## config.mk

```make
export PLATFORM = sky130hd
export DESIGN_NAME = fetch_unit_flat
export DESIGN_NICKNAME = d
export VERILOG_FILES = /design/src/rtl/fetch_unit_if.sv /design/src/rtl/fetch_unit.sv /design/src/flat_wrapper.sv
export SDC_FILE = /design/constraint.sdc
export NUM_CORES = 1
export LEC_CHECK = 0
export CAP_MARGIN = 10
export CORE_ASPECT_RATIO = 0.6
export CORE_MARGIN = 8
export CORE_UTILIZATION = 35
export DETAILED_ROUTE_END_ITERATION = 16
export PLACE_DENSITY = 0.63
export SETUP_SLACK_MARGIN = 0.15
export SLEW_MARGIN = 20
export SYNTH_ARGS = -nofsm -noshare
export SYNTH_HDL_FRONTEND = slang
export SYNTH_SLANG_ARGS = --single-unit
export TNS_END_PERCENT = 30
```

## constraint.sdc

```tcl
create_clock -name clk -period 6.3 [get_ports clk]
set_clock_uncertainty 0.05 [all_clocks]
set_input_delay 1.575 -clock clk [delete_from_list [all_inputs] [get_ports clk]]
set_output_delay 1.575 -clock clk [all_outputs]
set_load 0.01 [all_outputs]
```

## src/rtl/fetch_unit_if.sv

```systemverilog
// Signal bundle between the fetch stage, the instruction memory and the decode/execute controller.
interface fetch_unit_if #(
    parameter int PC_W    = 8,
    parameter int INSTR_W = 9
);
    logic               imem_req;
    logic [PC_W-1:0]    imem_addr;
    logic [INSTR_W-1:0] imem_data;
    logic               imem_eof;
    logic [INSTR_W-1:0] instr;
    logic [PC_W-1:0]    instr_pc;
    logic               instr_valid;
    logic               instr_ready;
    logic               redirect;
    logic [PC_W-1:0]    redirect_target;
    logic               done;

    modport master (
        output imem_req, imem_addr, instr, instr_pc, instr_valid, done,
        input  imem_data, imem_eof, instr_ready, redirect, redirect_target
    );

    modport slave (
        input  imem_req, imem_addr, instr, instr_pc, instr_valid, done,
        output imem_data, imem_eof, instr_ready, redirect, redirect_target
    );
endinterface

```

## src/rtl/fetch_unit.sv

```systemverilog
// Fetch stage: owns the fetch PC, reads the synchronous instruction memory, buffers results in a
// small prefetch FIFO for the controller, and handles branch redirects and end of program.
module fetch_unit #(
    parameter int PC_W    = 8,
    parameter int INSTR_W = 9,
    parameter int DEPTH   = 2
) (
    input  logic         clk,
    input  logic         reset,
    fetch_unit_if.master bus
);
    localparam int PTR_W = $clog2(DEPTH);
    localparam int CNT_W = $clog2(DEPTH + 1);

    typedef enum logic [1:0] {
        RUN   = 2'd0,
        DRAIN = 2'd1,
        HALT  = 2'd2
    } state_t;

    state_t             state, state_next;
    logic [PC_W-1:0]    fetch_pc;
    logic               inflight, inflight_epoch, epoch;
    logic [PC_W-1:0]    inflight_pc;
    logic [CNT_W-1:0]   count, count_next;
    logic [PTR_W-1:0]   head, tail;
    logic [INSTR_W-1:0] data_mem [DEPTH];
    logic [PC_W-1:0]    pc_mem   [DEPTH];

    logic valid, pop, push, req, redirect_take, resp_live, resp_eof;

    assign valid = (count != '0) && (state != HALT);
    assign pop   = valid && bus.instr_ready;

    // A response is live only if it belongs to the current epoch and is not overtaken by a
    // redirect; a live eof response blocks the request of that cycle so nothing past the end is read.
    always_comb begin
        redirect_take = bus.redirect && (state != HALT);
        resp_live     = inflight && (inflight_epoch == epoch) && !redirect_take && (state == RUN);
        resp_eof      = resp_live && bus.imem_eof;
        push          = resp_live && !bus.imem_eof;
        req           = !reset && (state == RUN) && !resp_eof &&
                        ((int'(count) + int'(inflight) - int'(pop)) < DEPTH);
        count_next    = redirect_take ? '0 : count + CNT_W'(push) - CNT_W'(pop);
    end

    always_ff @(posedge clk or posedge reset) begin
        if (reset) state <= RUN;
        else       state <= state_next;
    end

    // Halting looks at next-cycle occupancy so done rises right after the last handshake.
    always_comb begin
        state_next = state;
        case (state)
            RUN: begin
                if (resp_eof) state_next = (count_next == '0) ? HALT : DRAIN;
            end
            DRAIN: begin
                if (redirect_take)          state_next = RUN;
                else if (count_next == '0)  state_next = HALT;
            end
            HALT:    state_next = HALT;
            default: state_next = RUN;
        endcase
    end

    always_ff @(posedge clk or posedge reset) begin
        if (reset) begin
            fetch_pc       <= '0;
            inflight       <= 1'b0;
            inflight_epoch <= 1'b0;
            inflight_pc    <= '0;
            epoch          <= 1'b0;
            count          <= '0;
            head           <= '0;
            tail           <= '0;
        end else begin
            inflight       <= req;
            inflight_epoch <= epoch;
            inflight_pc    <= fetch_pc;
            count          <= count_next;
            if (redirect_take) begin
                fetch_pc <= bus.redirect_target;
                epoch    <= ~epoch;
                head     <= '0;
                tail     <= '0;
            end else begin
                if (req)  fetch_pc <= fetch_pc + PC_W'(1);
                if (push) tail     <= tail + PTR_W'(1);
                if (pop)  head     <= head + PTR_W'(1);
            end
        end
    end

    always_ff @(posedge clk) begin
        if (push) begin
            data_mem[tail] <= bus.imem_data;
            pc_mem[tail]   <= inflight_pc;
        end
    end

    assign bus.imem_req    = req;
    assign bus.imem_addr   = fetch_pc;
    assign bus.instr_valid = valid;
    assign bus.instr       = valid ? data_mem[head] : '0;
    assign bus.instr_pc    = valid ? pc_mem[head] : '0;
    assign bus.done        = (state == HALT);
endmodule
```

## src/flat_wrapper.sv

```systemverilog
// flat-port wrapper written by rule: the top's interface ports become plain ports
module fetch_unit_flat 
#(
    parameter int PC_W    = 8,
    parameter int INSTR_W = 9,
    parameter int DEPTH   = 2
)
  (clk, reset, bus_imem_req, bus_imem_addr, bus_instr, bus_instr_pc, bus_instr_valid, bus_done, bus_imem_data, bus_imem_eof, bus_instr_ready, bus_redirect, bus_redirect_target);
  fetch_unit_if #(.PC_W(PC_W), .INSTR_W(INSTR_W)) bus_i ();
  input  logic clk;
  input  logic reset;
  output wire logic [$bits(bus_i.imem_req)-1:0] bus_imem_req;
  output wire logic [$bits(bus_i.imem_addr)-1:0] bus_imem_addr;
  output wire logic [$bits(bus_i.instr)-1:0] bus_instr;
  output wire logic [$bits(bus_i.instr_pc)-1:0] bus_instr_pc;
  output wire logic [$bits(bus_i.instr_valid)-1:0] bus_instr_valid;
  output wire logic [$bits(bus_i.done)-1:0] bus_done;
  input wire logic [$bits(bus_i.imem_data)-1:0] bus_imem_data;
  input wire logic [$bits(bus_i.imem_eof)-1:0] bus_imem_eof;
  input wire logic [$bits(bus_i.instr_ready)-1:0] bus_instr_ready;
  input wire logic [$bits(bus_i.redirect)-1:0] bus_redirect;
  input wire logic [$bits(bus_i.redirect_target)-1:0] bus_redirect_target;
  assign bus_imem_req = bus_i.imem_req;
  assign bus_imem_addr = bus_i.imem_addr;
  assign bus_instr = bus_i.instr;
  assign bus_instr_pc = bus_i.instr_pc;
  assign bus_instr_valid = bus_i.instr_valid;
  assign bus_done = bus_i.done;
  assign bus_i.imem_data = bus_imem_data;
  assign bus_i.imem_eof = bus_imem_eof;
  assign bus_i.instr_ready = bus_instr_ready;
  assign bus_i.redirect = bus_redirect;
  assign bus_i.redirect_target = bus_redirect_target;
  fetch_unit #(.PC_W(PC_W), .INSTR_W(INSTR_W), .DEPTH(DEPTH)) u_core (.clk(clk), .reset(reset), .bus(bus_i));
endmodule
```

== Word-level counts from Yosys, hierarchy flattened ==
Memories as Yosys holds them, arrays and structs flattened.
Index checks and enable logic that the tools add are counted.

* Bits of input ports: 22
* Bits in read-only memories: 0
* RAM bits: 34
* Output and inout port bits: 28
* Memories kept: 2
* Flip-flop bits (word level): 25
* Bits in latches: 0
* Logic and storage cells: 64

* Eq/ne operators: 6
* Add/subtract/negate cells: 7
* Muxes and demuxes: 16
* Reduce and logical (&&, ||, !) cells: 22
* Bitwise operators: 1
* $mul: 0
* Div/mod/pow operators: 0
* Shift operators: 0
* Order comparisons: 1

{| class="wikitable"
|+ Memories
! name !! words !! width !! rd ports !! clocked after memory_dff !! wr ports !! RTL line !! text
|-
| u_core.data_mem || 2 || 9 || 1 || 0 || 1 || fetch_unit.sv:27 || <nowiki>logic [INSTR_W-1:0] data_mem [DEPTH];</nowiki>
|-
| u_core.pc_mem || 2 || 8 || 1 || 0 || 1 || fetch_unit.sv:28 || <nowiki>logic [PC_W-1:0] pc_mem [DEPTH];</nowiki>
|}

{| class="wikitable"
|+ Operators by type and width
! cell !! count
|-
| < comparator 32 x 3 -> 1 bit (second input constant) || 1
|-
| subtractor 32 x 2 -> 32 bit || 1
|-
| two-way mux 8 bit || 3
|-
| logical AND 1 bit || 11
|-
| two-way mux 2 bit || 5
|-
| two-way mux 9 bit || 1
|-
| adder 8 x 1 -> 8 bit (second input constant) || 1
|-
| nonzero test 2 bit || 4
|-
| two-way mux 1 bit || 6
|-
| one-hot mux 2 bit (3 select lines) || 1
|-
| logical NOT 1 bit || 4
|-
| logical NOT 2 bit || 2
|-
| adder 2 x 1 -> 3 bit || 1
|-
| != test 3 x 1 -> 1 bit (second input constant) || 1
|-
| adder 1 bit (second input constant) || 2
|-
| adder 2 x 1 -> 2 bit || 1
|-
| == test 2 x 1 -> 1 bit (second input constant) || 1
|-
| == test 2 bit (second input constant) || 1
|-
| != test 2 x 1 -> 1 bit (second input constant) || 1
|-
| != test 2 bit (second input constant) || 1
|-
| AND reduction 2 bit || 1
|-
| subtractor 2 x 1 -> 2 bit || 1
|-
| == test 1 bit || 1
|-
| NOT 1 bit || 1
|}

== Depth between registers and ports, before layout ==
* Word-level depth: 13
* Depth in mapped cells: 13
* Depth with buffers taken out: 12

== Worst setup path before layout ==
OpenSTA, ideal clock, no wires.

* Path type: input to output
* From: input port bus_instr_ready
* To: output port bus_imem_req
* Data arrival time: 2.669 ns
* Path buffers: 1
* Setup slack: 2.006 ns
* Cell stages on the path: 8
* Cell sequence: nand2_1 -> nor2_1 -> ha_1 -> ha_1 -> o22ai_1 -> o21ai_2 -> buf_6 -> inv_1

* Word-level cells in the longest chain between the ends: 4

{| class="wikitable"
|+ Ends and longest elaborated chain
! what !! RTL line !! text
|-
| start: declaration || flat_wrapper.sv:20 || <nowiki>input wire logic [$bits(bus_i.instr_ready)-1:0] bus_instr_ready;</nowiki>
|-
| logical AND 1 bit || fetch_unit.sv:33 || <nowiki>assign pop = valid && bus.instr_ready;</nowiki>
|-
| subtractor 32 x 2 -> 32 bit || fetch_unit.sv:43 || <nowiki>((int'(count) + int'(inflight) - int'(pop)) < DEPTH);</nowiki>
|-
| < comparator 32 x 3 -> 1 bit || fetch_unit.sv:43 ||
|-
| logical AND 1 bit || fetch_unit.sv:42 || <nowiki>req = !reset && (state == RUN) && !resp_eof &&</nowiki>
|-
| end: declaration || flat_wrapper.sv:12 || <nowiki>output wire logic [$bits(bus_i.imem_req)-1:0] bus_imem_req;</nowiki>
|}

No other way between the ends.

== Worst setup path in the final report ==
Same ends and word-level chain as after synthesis.

==> flow_metrics.env <==
export IMPL_start_util=0.3532
export IMPL_fp_coreArea_um2=7117
export IMPL_power_switching_mw=0.1846
export IMPL_grt_max_degree=26
export IMPL_cap_viol_max_count=0
export IMPL_clkTransAtPathRegs_ns=0.05
export IMPL_drc_errors=0
export IMPL_power_density_nw_per_um2=284.7
export IMPL_cts_tree="yes"
export IMPL_reg2reg_slack_ns=3.37
export IMPL_setup_tns_final_ns=0
export IMPL_floorplan_die_area_um2=10240
export IMPL_synth_ff_type="edfxtp_1"
export IMPL_port_buffer_count=49
export IMPL_vias_per_cell=4.594
export IMPL_worst_setup_path_type="input port to output port"
export IMPL_route_detailed_wl_per_inst_um=15.34
export IMPL_critPathArrivalTime_ns=3.98
export IMPL_grt_setup_unrepaired="no"
export IMPL_clockRootBuffer="clkbuf_16"
export IMPL_ctsResizeCount=0
export IMPL_die_width_um=125.4
export IMPL_placement_rows=24
export IMPL_cts_setup_buffers=0
export IMPL_postSynthAreaPerCell_um2=13.09
export IMPL_route_antenna_remaining_nets=0
export IMPL_synth_warnings=0
export IMPL_final_net_count=280
export IMPL_antennaDiodeCount=0
export IMPL_finalWeightedCongestion=0.8433
export IMPL_critPathLaunchType="input port"
export IMPL_cts_buffers=9
export IMPL_timing_hold_worst_path_depth=0
export IMPL_min_delay_worst_endpoint="u_core.inflight_pc[7]"
export IMPL_synth_nets=223
export IMPL_total_placed_instance_area_um2=3105
export IMPL_route_vias_total=1585
export IMPL_layout_area_overhead_vs_synth_pct=36.29
export IMPL_cellInternalPower_mw=0.7907
export IMPL_holdCritPathClass="flip-flop to flip-flop"
export IMPL_timing_final_crit_period_ns=5.602
export IMPL_switching_fraction=0.1893
export IMPL_finalCoreUtilization=0.4814
export IMPL_r2r_start="u_core.state[0]"
export IMPL_drt_initial_drc_count=53
export IMPL_hold_ws_ns=0.3805
export IMPL_run_status="finished clean"
export IMPL_final_hold_violation_count=0
export IMPL_clock_sinks=59
export IMPL_layout_common_cells="clkdlybuf4s50_1, edfxtp_1, nor2_1"
export IMPL_layout_cells_most_common="clkdlybuf4s50_1"
export IMPL_h_tree_depth=3
export IMPL_final_max_slew_viol_count=0
export IMPL_final_setup_viol_count=0
export IMPL_dp_final_hpwl_um=3769
export IMPL_stdcell_area_um2=3426
export IMPL_min_from="u_core.bus.imem_addr[7]"
export IMPL_chipHeight_um=81.65
export IMPL_seq_power_share=0.432
export IMPL_initial_antenna_violation_count=0
export IMPL_max_slew_margin=0.3475
export IMPL_sort_of_element_at_the_end_of_the_critical_path="output port"
export IMPL_rr_endpoint="u_core.bus.imem_addr[1]"
export IMPL_asyncSetResetFlopFracSynth=0.4237
export IMPL_synth_seq_cells=59
export IMPL_grt_overflow_total=0
export IMPL_fraction_of_final_layout_cells_sized_beyond_drive_strength_1=0.09055
export IMPL_timing_critical_path_required_ns=4.68
export IMPL_syn_instance_count=192
export IMPL_post_synth_num_cell_types=37
export IMPL_syn_area_um2=2514
export IMPL_cellLeakagePower_nw=1.278
export IMPL_share_of_the_clock_period_used_by_the_worst_path_after_layout=0.8892
export IMPL_total_of_hold_buffers_inserted_after_clock_tree_synthesis=0
export IMPL_reg2regPathDepth=13
export IMPL_io_pin_count=50
export IMPL_clock_tree_buffer_depth=2
export IMPL_first_global_vias=1618
export IMPL_wl_um=5291
export IMPL_grt_pass1_wl_um=8728
export IMPL_tightestPinTransition_ns=0.9787
export IMPL_synth_edff_count=34
export IMPL_drt_pass1_iterations=4
export IMPL_critical_path_peak_fanout=11
export IMPL_achievable_frequency_ghz=0.1785
export IMPL_power_share_combinational=0.036
export IMPL_grt_use_total=0.1137
export IMPL_clk_insertion_delay_late_ns=0.32
export IMPL_clock_power_share=0.532
export IMPL_ir_drop_v=0.0001046
export IMPL_synth_seq_area_share=0.6551
power by group through the flow:
stage	registers (mW)	clock network, mW	logic [mW]
after detailed placement	0.429	0	0.0352
after global routing	0.422	0.547	0.0386
after global placement	0.428	0	0.0346
after CTS	0.421	0.528	0.0356
after floorplan	0.428	0	0.0104
final	0.422	0.519	0.0350
flip-flops by register name, summed over array words and instances, names as in the netlist:
name                   count
u_core.count               2
u_core.inflight            1
u_core.state               2
u_core.data_mem           18
u_core.inflight_pc         8
u_core.pc_mem             16
u_core.bus.imem_addr       8
u_core.head                1
u_core.tail                1
u_core.inflight_epoch      1
u_core.epoch               1
kinds of logic after synthesis:
kind of cell	share of synthesized area
adders and majority gates	0.04779
and+or+nand+nor	0.1085
buffers and inverters	0.03335
AOI/OAI and AO/OA	0.05924
muxes	0.07168
DFF	0.6551
xor gates and xnor gates	0.02439
synth_stat cells, types with 2 or more instances:
library cell,n,area [um^2]
edfxtp_1,34,1021
nor2_1,31,116.4
dfrtp_1,25,625.6
mux2i_1,18,180.2
inv_1,14,52.55
ha_1,8,100.1
o21ai_0,7,35.03
a31oi_1,6,37.54
nand2_1,5,18.77
xnor2_1,5,43.79
nand3_1,4,20.02
or3_1,3,18.77
and2_1,2,12.51
clkbuf_1,2,7.510
nand2b_1,2,12.51
o31ai_1,2,15.01
or3_2,2,15.01
or4_1,2,15.01
xor2_1,2,17.52
through the flow:
stage               power, mW  instances  setup slack, ns
floorplan              0.4386        192            2.006
global placement       0.4628        329           0.8258
detailed placement     0.4638        329           0.7278
CTS                    0.9853        345           0.7265
global route            1.008        345           0.5493
finish                 0.9754        345           0.6982
how the worst max path moves through the flow:
stage          slack, ns      endpoint  cells after the start            start
2_1_floorplan       2.01  bus_imem_req                      8  bus_instr_ready
3_3_place_gp        0.83  bus_imem_req                      9  bus_instr_ready
3_5_place_dp        0.73  bus_imem_req                      9  bus_instr_ready
4_1_cts             0.73  bus_imem_req                      9  bus_instr_ready
5_1_grt             0.55  bus_imem_req                      9  bus_instr_ready
6_report            0.70  bus_imem_req                      9  bus_instr_ready
critical path: stages:
cell	delay, ns
clkdlybuf4s50_1	0.51
nand2_1	0.12
nor2_1	0.21
ha_1	0.19
ha_1	0.13
o22ai_1	0.11
o21ai_2	0.40
inv_1	0.20
clkdlybuf4s50_1	0.53
routing by layer:
layer  share of wire  vias up  GRT usage  wire length (um)
li1                -      793          -                 -
met1            0.50      739     0.1396              2633
met2            0.42       45     0.1655              2228
met3           0.070        8    0.06546               369
met4           0.011        0    0.03860                60
met5               0        -          0                 0
layout make-up:
cell class              instances  area, um^2
clock inverters                 5       77.57
flip-flops and latches         59        1647
well taps                      91       113.9
repair buffers                 51       505.5
clock buffers                  11       242.7
multi-input cells             113       783.3
inverters                      15       56.30
fillers                       647        3691
No activity file was read; power rests on OpenSTA's default activity.
